$ cat src/rtl/mc_bus_initiator_if.sv
// Request/response and memory-controller bus signals of the bus initiator.
// Handshake: a request transfers on a rising clock edge where req_valid && req_ready;
// req_* must be stable while req_valid is high; rsp_valid is a one-cycle pulse with no back-pressure.
interface mc_bus_initiator_if #(
  parameter int MC_DATA_WIDTH = 16,
  parameter int MC_ADD_WIDTH  = 6
);
  logic                     req_valid;
  logic                     req_ready;
  logic                     req_write;
  logic [MC_ADD_WIDTH-1:0]  req_add;
  logic [MC_DATA_WIDTH-1:0] req_wdata;
  logic                     rsp_valid;
  logic [MC_DATA_WIDTH-1:0] rsp_rdata;
  logic                     busy;
  logic                     mc_ce;
  logic                     mc_we;
  logic                     mc_oe;
  logic [MC_ADD_WIDTH-1:0]  mc_add;
  logic [MC_DATA_WIDTH-1:0] mc_dout;
  logic                     mc_doe;
  logic [MC_DATA_WIDTH-1:0] mc_din;
  logic [2:0]               fsm_state;

  modport master (
    input  req_valid, req_write, req_add, req_wdata, mc_din,
    output req_ready, rsp_valid, rsp_rdata, busy,
           mc_ce, mc_we, mc_oe, mc_add, mc_dout, mc_doe, fsm_state
  );

  modport slave (
    output req_valid, req_write, req_add, req_wdata, mc_din,
    input  req_ready, rsp_valid, rsp_rdata, busy,
           mc_ce, mc_we, mc_oe, mc_add, mc_dout, mc_doe, fsm_state
  );
endinterface

$ cat src/rtl/mc_bus_initiator.sv
// Memory-controller bus initiator: turns single read/write requests into timed
// async-SRAM style cycles (setup / strobe / hold / read turnaround). All bus outputs registered.
module mc_bus_initiator #(
  parameter int MC_DATA_WIDTH = 16,
  parameter int MC_ADD_WIDTH  = 6,
  parameter int SETUP_CYCLES  = 2,
  parameter int STROBE_CYCLES = 4,
  parameter int HOLD_CYCLES   = 2,
  parameter int TURN_CYCLES   = 1
) (
  input  logic               clock,
  input  logic               reset,
  mc_bus_initiator_if.master bus
);

  typedef enum logic [2:0] {
    IDLE   = 3'd0,
    SETUP  = 3'd1,
    STROBE = 3'd2,
    HOLD   = 3'd3,
    TURN   = 3'd4
  } state_t;

  localparam logic [7:0] SETUP_LD  = 8'(SETUP_CYCLES - 1);
  localparam logic [7:0] STROBE_LD = 8'(STROBE_CYCLES - 1);
  localparam logic [7:0] HOLD_LD   = 8'(HOLD_CYCLES - 1);
  localparam logic [7:0] TURN_LD   = 8'(TURN_CYCLES - 1);

  state_t                   state, state_n;
  logic [7:0]               cnt, cnt_n;
  logic                     wr_q, wr_n;
  logic [MC_ADD_WIDTH-1:0]  add_q, add_n;
  logic [MC_DATA_WIDTH-1:0] wdata_q, wdata_n;
  logic                     capture;

  logic                     on_bus, strobe_n;
  logic                     ready_n, busy_n, ce_n, we_n, oe_n, doe_n;
  logic [MC_DATA_WIDTH-1:0] dout_n;

  logic                     ready_q, busy_q, ce_q, we_q, oe_q, doe_q, rsp_valid_q;
  logic [MC_DATA_WIDTH-1:0] dout_q, rdata_q;

  // Next state plus the bus levels that state implies; both are registered together.
  always_comb begin
    state_n = state;
    cnt_n   = cnt;
    wr_n    = wr_q;
    add_n   = add_q;
    wdata_n = wdata_q;
    capture = 1'b0;

    case (state)
      IDLE: begin
        if (bus.req_valid) begin
          state_n = SETUP;
          cnt_n   = SETUP_LD;
          wr_n    = bus.req_write;
          add_n   = bus.req_add;
          wdata_n = bus.req_wdata;
        end
      end
      SETUP: begin
        if (cnt == 8'd0) begin
          state_n = STROBE;
          cnt_n   = STROBE_LD;
        end else begin
          cnt_n = cnt - 8'd1;
        end
      end
      STROBE: begin
        if (cnt == 8'd0) begin
          state_n = HOLD;
          cnt_n   = HOLD_LD;
          // Read data sampled on the edge that ends the strobe, while OE is still low.
          capture = !wr_q;
        end else begin
          cnt_n = cnt - 8'd1;
        end
      end
      HOLD: begin
        if (cnt == 8'd0) begin
          state_n = wr_q ? IDLE : TURN;
          cnt_n   = wr_q ? 8'd0 : TURN_LD;
        end else begin
          cnt_n = cnt - 8'd1;
        end
      end
      TURN: begin
        if (cnt == 8'd0) begin
          state_n = IDLE;
        end else begin
          cnt_n = cnt - 8'd1;
        end
      end
      default: begin
        state_n = IDLE;
        cnt_n   = 8'd0;
      end
    endcase

    on_bus   = (state_n == SETUP) || (state_n == STROBE) || (state_n == HOLD);
    strobe_n = (state_n == STROBE);
    ready_n  = (state_n == IDLE);
    busy_n   = (state_n != IDLE);
    ce_n     = !on_bus;
    we_n     = !(strobe_n && wr_n);
    oe_n     = !(strobe_n && !wr_n);
    doe_n    = on_bus && wr_n;
    dout_n   = doe_n ? wdata_n : '0;
  end

  always_ff @(posedge clock) begin
    if (reset) begin
      state       <= IDLE;
      cnt         <= 8'd0;
      wr_q        <= 1'b0;
      add_q       <= '0;
      wdata_q     <= '0;
      ready_q     <= 1'b1;
      busy_q      <= 1'b0;
      ce_q        <= 1'b1;
      we_q        <= 1'b1;
      oe_q        <= 1'b1;
      doe_q       <= 1'b0;
      dout_q      <= '0;
      rsp_valid_q <= 1'b0;
      rdata_q     <= '0;
    end else begin
      state       <= state_n;
      cnt         <= cnt_n;
      wr_q        <= wr_n;
      add_q       <= add_n;
      wdata_q     <= wdata_n;
      ready_q     <= ready_n;
      busy_q      <= busy_n;
      ce_q        <= ce_n;
      we_q        <= we_n;
      oe_q        <= oe_n;
      doe_q       <= doe_n;
      dout_q      <= dout_n;
      rsp_valid_q <= capture;
      if (capture) begin
        rdata_q <= bus.mc_din;
      end
    end
  end

  assign bus.req_ready = ready_q;
  assign bus.busy      = busy_q;
  assign bus.mc_ce     = ce_q;
  assign bus.mc_we     = we_q;
  assign bus.mc_oe     = oe_q;
  assign bus.mc_add    = add_q;
  assign bus.mc_dout   = dout_q;
  assign bus.mc_doe    = doe_q;
  assign bus.rsp_valid = rsp_valid_q;
  assign bus.rsp_rdata = rdata_q;
  assign bus.fsm_state = state;

endmodule

$ cat src/flat_wrapper.sv
// flat-port wrapper written by rule: the top's interface ports become plain ports
module mc_bus_initiator_flat 
#(
  parameter int MC_DATA_WIDTH = 16,
  parameter int MC_ADD_WIDTH  = 6,
  parameter int SETUP_CYCLES  = 2,
  parameter int STROBE_CYCLES = 4,
  parameter int HOLD_CYCLES   = 2,
  parameter int TURN_CYCLES   = 1
)
  (clock, reset, bus_req_valid, bus_req_write, bus_req_add, bus_req_wdata, bus_mc_din, bus_req_ready, bus_rsp_valid, bus_rsp_rdata, bus_busy, bus_mc_ce, bus_mc_we, bus_mc_oe, bus_mc_add, bus_mc_dout, bus_mc_doe, bus_fsm_state);
  mc_bus_initiator_if #(.MC_DATA_WIDTH(MC_DATA_WIDTH), .MC_ADD_WIDTH(MC_ADD_WIDTH)) bus_i ();
  input  logic clock;
  input  logic reset;
  input wire logic [$bits(bus_i.req_valid)-1:0] bus_req_valid;
  input wire logic [$bits(bus_i.req_write)-1:0] bus_req_write;
  input wire logic [$bits(bus_i.req_add)-1:0] bus_req_add;
  input wire logic [$bits(bus_i.req_wdata)-1:0] bus_req_wdata;
  input wire logic [$bits(bus_i.mc_din)-1:0] bus_mc_din;
  output wire logic [$bits(bus_i.req_ready)-1:0] bus_req_ready;
  output wire logic [$bits(bus_i.rsp_valid)-1:0] bus_rsp_valid;
  output wire logic [$bits(bus_i.rsp_rdata)-1:0] bus_rsp_rdata;
  output wire logic [$bits(bus_i.busy)-1:0] bus_busy;
  output wire logic [$bits(bus_i.mc_ce)-1:0] bus_mc_ce;
  output wire logic [$bits(bus_i.mc_we)-1:0] bus_mc_we;
  output wire logic [$bits(bus_i.mc_oe)-1:0] bus_mc_oe;
  output wire logic [$bits(bus_i.mc_add)-1:0] bus_mc_add;
  output wire logic [$bits(bus_i.mc_dout)-1:0] bus_mc_dout;
  output wire logic [$bits(bus_i.mc_doe)-1:0] bus_mc_doe;
  output wire logic [$bits(bus_i.fsm_state)-1:0] bus_fsm_state;
  assign bus_i.req_valid = bus_req_valid;
  assign bus_i.req_write = bus_req_write;
  assign bus_i.req_add = bus_req_add;
  assign bus_i.req_wdata = bus_req_wdata;
  assign bus_i.mc_din = bus_mc_din;
  assign bus_req_ready = bus_i.req_ready;
  assign bus_rsp_valid = bus_i.rsp_valid;
  assign bus_rsp_rdata = bus_i.rsp_rdata;
  assign bus_busy = bus_i.busy;
  assign bus_mc_ce = bus_i.mc_ce;
  assign bus_mc_we = bus_i.mc_we;
  assign bus_mc_oe = bus_i.mc_oe;
  assign bus_mc_add = bus_i.mc_add;
  assign bus_mc_dout = bus_i.mc_dout;
  assign bus_mc_doe = bus_i.mc_doe;
  assign bus_fsm_state = bus_i.fsm_state;
  mc_bus_initiator #(.MC_DATA_WIDTH(MC_DATA_WIDTH), .MC_ADD_WIDTH(MC_ADD_WIDTH), .SETUP_CYCLES(SETUP_CYCLES), .STROBE_CYCLES(STROBE_CYCLES), .HOLD_CYCLES(HOLD_CYCLES), .TURN_CYCLES(TURN_CYCLES)) u_core (.clock(clock), .reset(reset), .bus(bus_i));
endmodule
$ cat config.mk
export PLATFORM = sky130hd
export DESIGN_NAME = mc_bus_initiator_flat
export DESIGN_NICKNAME = d
export VERILOG_FILES = /design/src/rtl/mc_bus_initiator_if.sv /design/src/rtl/mc_bus_initiator.sv /design/src/flat_wrapper.sv
export SDC_FILE = /design/constraint.sdc
export NUM_CORES = 1
export LEC_CHECK = 0
export CAP_MARGIN = 5
export CELL_PAD_IN_SITES_DETAIL_PLACEMENT = 1
export CELL_PAD_IN_SITES_GLOBAL_PLACEMENT = 2
export CORE_AREA = 4 4 112 114
export CTS_CLUSTER_DIAMETER = 60
export CTS_CLUSTER_SIZE = 14
export DETAILED_ROUTE_END_ITERATION = 10
export DIE_AREA = 0 0 116 118
export PLACE_DENSITY = 0.84
export SYNTH_ARGS = -nofsm -noshare
export SYNTH_HDL_FRONTEND = slang
export SYNTH_SLANG_ARGS = --single-unit
$ cat constraint.sdc
create_clock -name clock -period 2.1 [get_ports clock]
set_input_delay 0.42 -clock clock [delete_from_list [all_inputs] [get_ports clock]]
set_output_delay 0.42 -clock clock [all_outputs]
set_load 0.02 [all_outputs]
Word level (Yosys, flattened, before mapping)
Cells that the tools add are included.
{ "word_totals": {"regBits": 73, "inputBits": 42, "output_inout_bits": 48, "elab_cells": 61} }
{ "op_classes": {"add_sub_neg": 1, "n_eq_ne": 9, "n_mux": 19, "bitwise_logic": 1, "n_reduce_logical": 17} }
{ "ops": {"columns": ["operator", "n"], "rows": [
  ["$mux 8", 5],
  ["$pmux 8 s5", 1],
  ["$mux 16", 2],
  ["$mux 3", 6],
  ["$pmux 3 s5", 1],
  ["$eq 3x2->1 const B", 4],
  ["$logic_not 8->1", 1],
  ["$sub 8x1->8 const B", 1],
  ["$eq 3x1->1 const B", 2],
  ["$logic_not 3->1", 2],
  ["$logic_not 1->1", 5],
  ["$mux 1", 4],
  ["$ne 2x2->1 const B", 2],
  ["$reduce_and 2->1", 2],
  ["$eq 3x3->1 const B", 1],
  ["$logic_and 1x1->1", 3],
  ["$reduce_bool 3->1", 1],
  ["$logic_or 1x1->1", 2],
  ["$reduce_or 2->1", 1],
  ["$not 1->1", 1]
]} }

Depth between registers and ports, before layout
{ "logic_depth": {"depth_word": 9, "depth_mapped": 9, "depth_no_buf": 6} }

Worst setup path after synthesis
No wires, ideal clock.
{ "synth_timing": {"path_type": "reg2reg", "start": "register u_core.state[1] (netlist: u_core.bus.fsm_state[1])", "end": "register u_core.dout_q[1] (netlist: u_core.bus.mc_dout[1])", "setup_ps": 64, "t_arrival_ps": 2123, "required_time_ps": 2036, "path_slack_ps": -87, "path_stages_with_launch": 9, "path_buffers": 4, "period_less_slack_ps": 2187, "path_cell_list": "dfxtp_1 > clkbuf_2 > or4b_1 > buf_2 > mux2i_1 > or4b_1 > buf_6 > buf_6 > nor2_1"} }
{ "synth_between": {"elab_chain_len": 8, "word_cells_on_any_way": 21, "cone_classes": "eq/ne: 7; mux: 8; bitwise: 1; reduce/logical: 5"} }
{ "synth_rtl": {"columns": ["element", "line", "text"], "rows": [
  ["start: declaration", "mc_bus_initiator.sv:29", "state_t state, state_n;"],
  ["start signal: assignment", "mc_bus_initiator.sv:129", "state <= state_n;"],
  ["$eq 3x3->1, or another cell as far along", "mc_bus_initiator.sv:52", "case (state)"],
  ["$pmux 3 s5", "mc_bus_initiator.sv:52", null],
  ["$eq 3x1->1 / $eq 3x2->1 (equally long branches)", "mc_bus_initiator.sv:101", "on_bus = (state_n == SETUP) || (state_n == STROBE) || (state_n == HOLD);"],
  ["$logic_or 1x1->1 (2 in a row)", "mc_bus_initiator.sv:101", null],
  ["$logic_and 1x1->1", "mc_bus_initiator.sv:108", "doe_n = on_bus && wr_n;"],
  ["$not 1->1 (no source line)", null, null],
  ["$reduce_or 2->1 (no source line)", null, null],
  ["end signal: assignment", "mc_bus_initiator.sv:140", "dout_q <= dout_n;"],
  ["end: declaration", "mc_bus_initiator.sv:41", "logic [MC_DATA_WIDTH-1:0] dout_q, rdata_q;"]
]} }
Several ways; a longest one is shown, not always the timed one.
A chain may end at the register's enable or synchronous reset.

Worst setup path after layout
{ "layout_timing": {"start": "register u_core.state[2] (netlist: u_core.bus.fsm_state[2])", "end": "register u_core.dout_q[15] (netlist: u_core.bus.mc_dout[15])"} }
Same word-level chain as after synthesis.

==> flow_summary_export.csv <==
group,metric,value,unit
outcome,status,"finished clean",
global_route,grt_pass1_wl,13.3,mm
worst_hold_path,hp-class,"in2reg",
cells_and_area,n_antenna_cell,0,
worst_setup_path,critPathRequiredTime,2360,ps
yosys,synth_nets,324,
yosys,synth_cell_types,42,
detailed_routing,avgViaCountPerCell,4.57,
yosys,synth-compound-area-share,9.68,%
sta,fin_tns_setup,0,ps
die,die-area,0.0137,sq mm
worst_setup_path,crit_top_cell,"or4b_4",
sta,fin_skew,7.42,ps
yosys,synth_ff_type,"dfxtp_1",
sta,final-max-slew-violation-count,0,
sta,fin_ws,44.5,ps
clock_tree,cts_max_level,3,
die,io_pins,90,
worst_setup_path,slowest_stage,"or4b_4",
sta,final_hold_viol_count,0,
clock_tree,post-cts-setup-buffer-count,0,
yosys,synth_warnings,0,
cells_and_area,final_common_cell,"clkdlybuf4s50_1",
clock_tree,cts_hold_buffers,0,
yosys,netlist_instances,281,
clock_tree,cts_tree,"yes",
yosys,synthMuxAreaShare,12.8,%
global_route,busiest_layer,"met2",
clock_tree,numClockSinks,73,
die,die_x,116,um
sta,tightest_slew,557,ps
cells_and_area,final_cell_mix,"clkdlybuf4s50_1 (87), dfxtp_1 (71), nor2_1 (55), mux2i_1 (34)",
worst_hold_path,hold_path_end,"u_core.bus.fsm_state[2]$_SDFF_PP0_",
pwr,leakage,1.77,nW
cells_and_area,drive_above_1_share,12.2,%
detailed_routing,wl_per_cell,16.0,um
worst_setup_path,crit_chain,"or4b_4, mux2i_4, or4b_4, clkbuf_16, nor2_1",
yosys,synth-seq-area-share,53.6,%
worst_setup_path,cp-end-kind,"register",
global_route,use_met1,14.3,%
detailed_routing,wirelength,8.46,mm
yosys,synth.avg_cell_area,9.70,sq um
clock_tree,clock_latency,320,ps
clock_tree,root_buffer,"clkbuf_16",
global_route,use_met2,21.3,%
sta,slew_headroom,62.5,%
cells_and_area,multi_input_area,0.00118,sq mm
detailed_routing,ant_nets,0,
clock_tree,cts_buffer_depth,2,
detailed_routing,drt-initial-drc-count,116,
global_route,grt-ovfl-total,0,
sta,clock.fmax,487,MHz
placed_design,dp_cells,509,
global_route,grt.met3_usage,3.70,%
yosys,yosys.area_share.simple,18.5,%
worst_setup_path,r2r_end,"u_core.bus.mc_dout[15]$_SDFF_PP0_",
cells_and_area,register_area,0.00146,sq mm
cells_and_area,nets,422,
yosys,synthAdderAreaFrac,0.459,%
detailed_routing,drtPass1Iterations,4,
sta,timing.final.crit_share,97.9,%
worst_setup_path,critPathLaunchType,"register",
worst_setup_path,regToRegStartpoint,"u_core.bus.fsm_state[2]$_SDFF_PP0_",
yosys,synth_top_family_by_area,"simple AND/OR/NAND/NOR gates",
global_route,grt_start_max_net_pins,44,
pwr,power.total,5.31,mW
worst_hold_path,hp-start,"reset",
global_route,track_usage,12.3,%
worst_setup_path,ff2ff_path_depth,5,
global_route,antenna_found_initial,0,
flow_run,cap_violations,0,
detailed_routing,via_count,2409,
worst_setup_path,r2r_slack,40,ps
worst_hold_path,worstHoldPathCells,2,
placed_design,hpwl,5.88,mm
yosys,synth-edff-count,0,
cells_and_area,syn_to_final_growth,55.4,%
clock_tree,cts_buffers,9,
cells_and_area,utilization,37.1,%
worst_setup_path,cpPeakStageDelay,610,ps
die,fp-row-count,39,
cells_and_area,nFillCells,1298,
worst_setup_path,crit_fanout,4,
placed_design,dp_slack,-387,ps
yosys,synth_xor_xnor_area_share,0.321,%
detailed_routing,drc_errors,0,
pwr,powerDensity,1250,mW/mm^2
cells_and_area,stdcell_count,527,
yosys,synthArstFlopShare,0,%
sta,min_period,2060,ps
die,start_util,23.9,%
placed_design,numPortBuffers,89,
pwr,ir_drop,0.490,mV
sta,setup_viol,0,
die,core_area,0.0114,sq mm
worst_setup_path,cp.arrival,2310,ps
global_route,grt_pass1_vias,2604,
worst_setup_path,path_class,"reg2reg",
die,chipHeight,118,um
clock_tree,clkTransAtPathRegs,60,ps
yosys,netlist_area,0.00273,sq mm
yosys,synth_seq_cells,73,
placed_design,gp_congestion,0.781,
sta,rsz0062_at_grt,"false",
[cell usage after synthesis, types with 3 or more instances]
library cell	number	share of area, %
nor3_1	9	1.7
inv_1	7	0.96
nor2_1	56	7.7
buf_2	5	0.92
nor4_1	3	0.69
o21ai_0	4	0.73
a2111oi_0	3	0.96
nand2_1	15	2.1
mux2i_1	35	13
nand3_1	7	1.3
clkbuf_1	10	1.4
a21oi_1	11	2.0
dfxtp_1	73	54
a32oi_1	4	1.3
a41oi_1	3	0.96
nand2b_1	3	0.69
[sequential cells by signal, summed over array words and instances, names as in the netlist]
name	count
u_core.cnt	8
u_core.wr_q	1
u_core.bus.mc_add	6
u_core.bus.mc_dout	16
u_core.bus.mc_we	1
u_core.bus.mc_ce	1
u_core.bus.rsp_rdata	16
u_core.bus.mc_oe	1
u_core.bus.busy	1
u_core.bus.fsm_state	3
u_core.bus.mc_doe	1
u_core.wdata_q	16
u_core.bus.rsp_valid	1
u_core.bus.req_ready	1
[through the flow]
stage	hold WS, ps	area, sq um
floorplan	460	2740
global placement	443	3810
detailed placement	453	3810
CTS	427	4140
global route	451	4240
finish	448	4240
[logic make-up after synthesis]
family          count (synthesis)
compound gates                 38
xor+xnor                        1
fa+ha+maj                       1
buf+inv                        27
flops                          73
mux                            35
simple gates                  106
[worst max path at each step]
| stage | start | to | slack, ps | cells after the start |
|---|---|---|---|---|
| final | u_core.bus.fsm_state[2]$_SDFF_PP0_ | u_core.bus.mc_dout[15]$_SDFF_PP0_ | 40 | 5 |
| after global routing | u_core.cnt[1]$_SDFFE_PP0P_ | u_core.bus.mc_dout[2]$_SDFF_PP0_ | 9 | 7 |
| after CTS | bus_req_valid | u_core.bus.mc_dout[5]$_SDFF_PP0_ | -0.04 | 6 |
| after detailed placement | bus_req_valid | u_core.bus.mc_dout[5]$_SDFF_PP0_ | -390 | 6 |
| after global placement | bus_req_valid | u_core.bus.mc_dout[14]$_SDFF_PP0_ | -360 | 6 |
| after floorplan | u_core.bus.fsm_state[1]$_SDFF_PP0_ | u_core.bus.mc_dout[1]$_SDFF_PP0_ | -50 | 8 |
[final cells by class]
cell class	instances	area share, %
clock buffer	12	6.29
clock inverter	4	1.18
inverter	7	0.620
multi-input combinational	181	27.8
sequential	73	34.6
tap	143	4.22
timing repair buffer	107	25.3
[worst max-delay path, delay by kind of cell (launching register included)]
family        cells  cell delay (ps)
buf+inv           1              180
simple gates      3             1280
flops             1              310
mux               1              220
[layer usage]
layer / up-vias / part of all wire, % / wire [um]
met2: 61 / 52 / 4360
li1: 1176 / - / -
met4: 0 / 0.57 / 48
met3: 6 / 6.2 / 525
met5: - / 0 / 0
met1: 1166 / 42 / 3530
[report_power, final]
part	total [mW]	internal (mW)	switching, mW
Clock	1.59	1.01	0.574
Combinational	1.97	0.915	1.06
Sequential	1.75	1.60	0.148
Total	5.31	3.53	1.78
[repair_timing]
item | in CTS | in global routing
setup endpoints to repair | 16 | 32
pin swaps | 0 | 1
cloned | 0 | 2
gates resized for setup | 2 | 13
(Power assumes the default switching activity.)
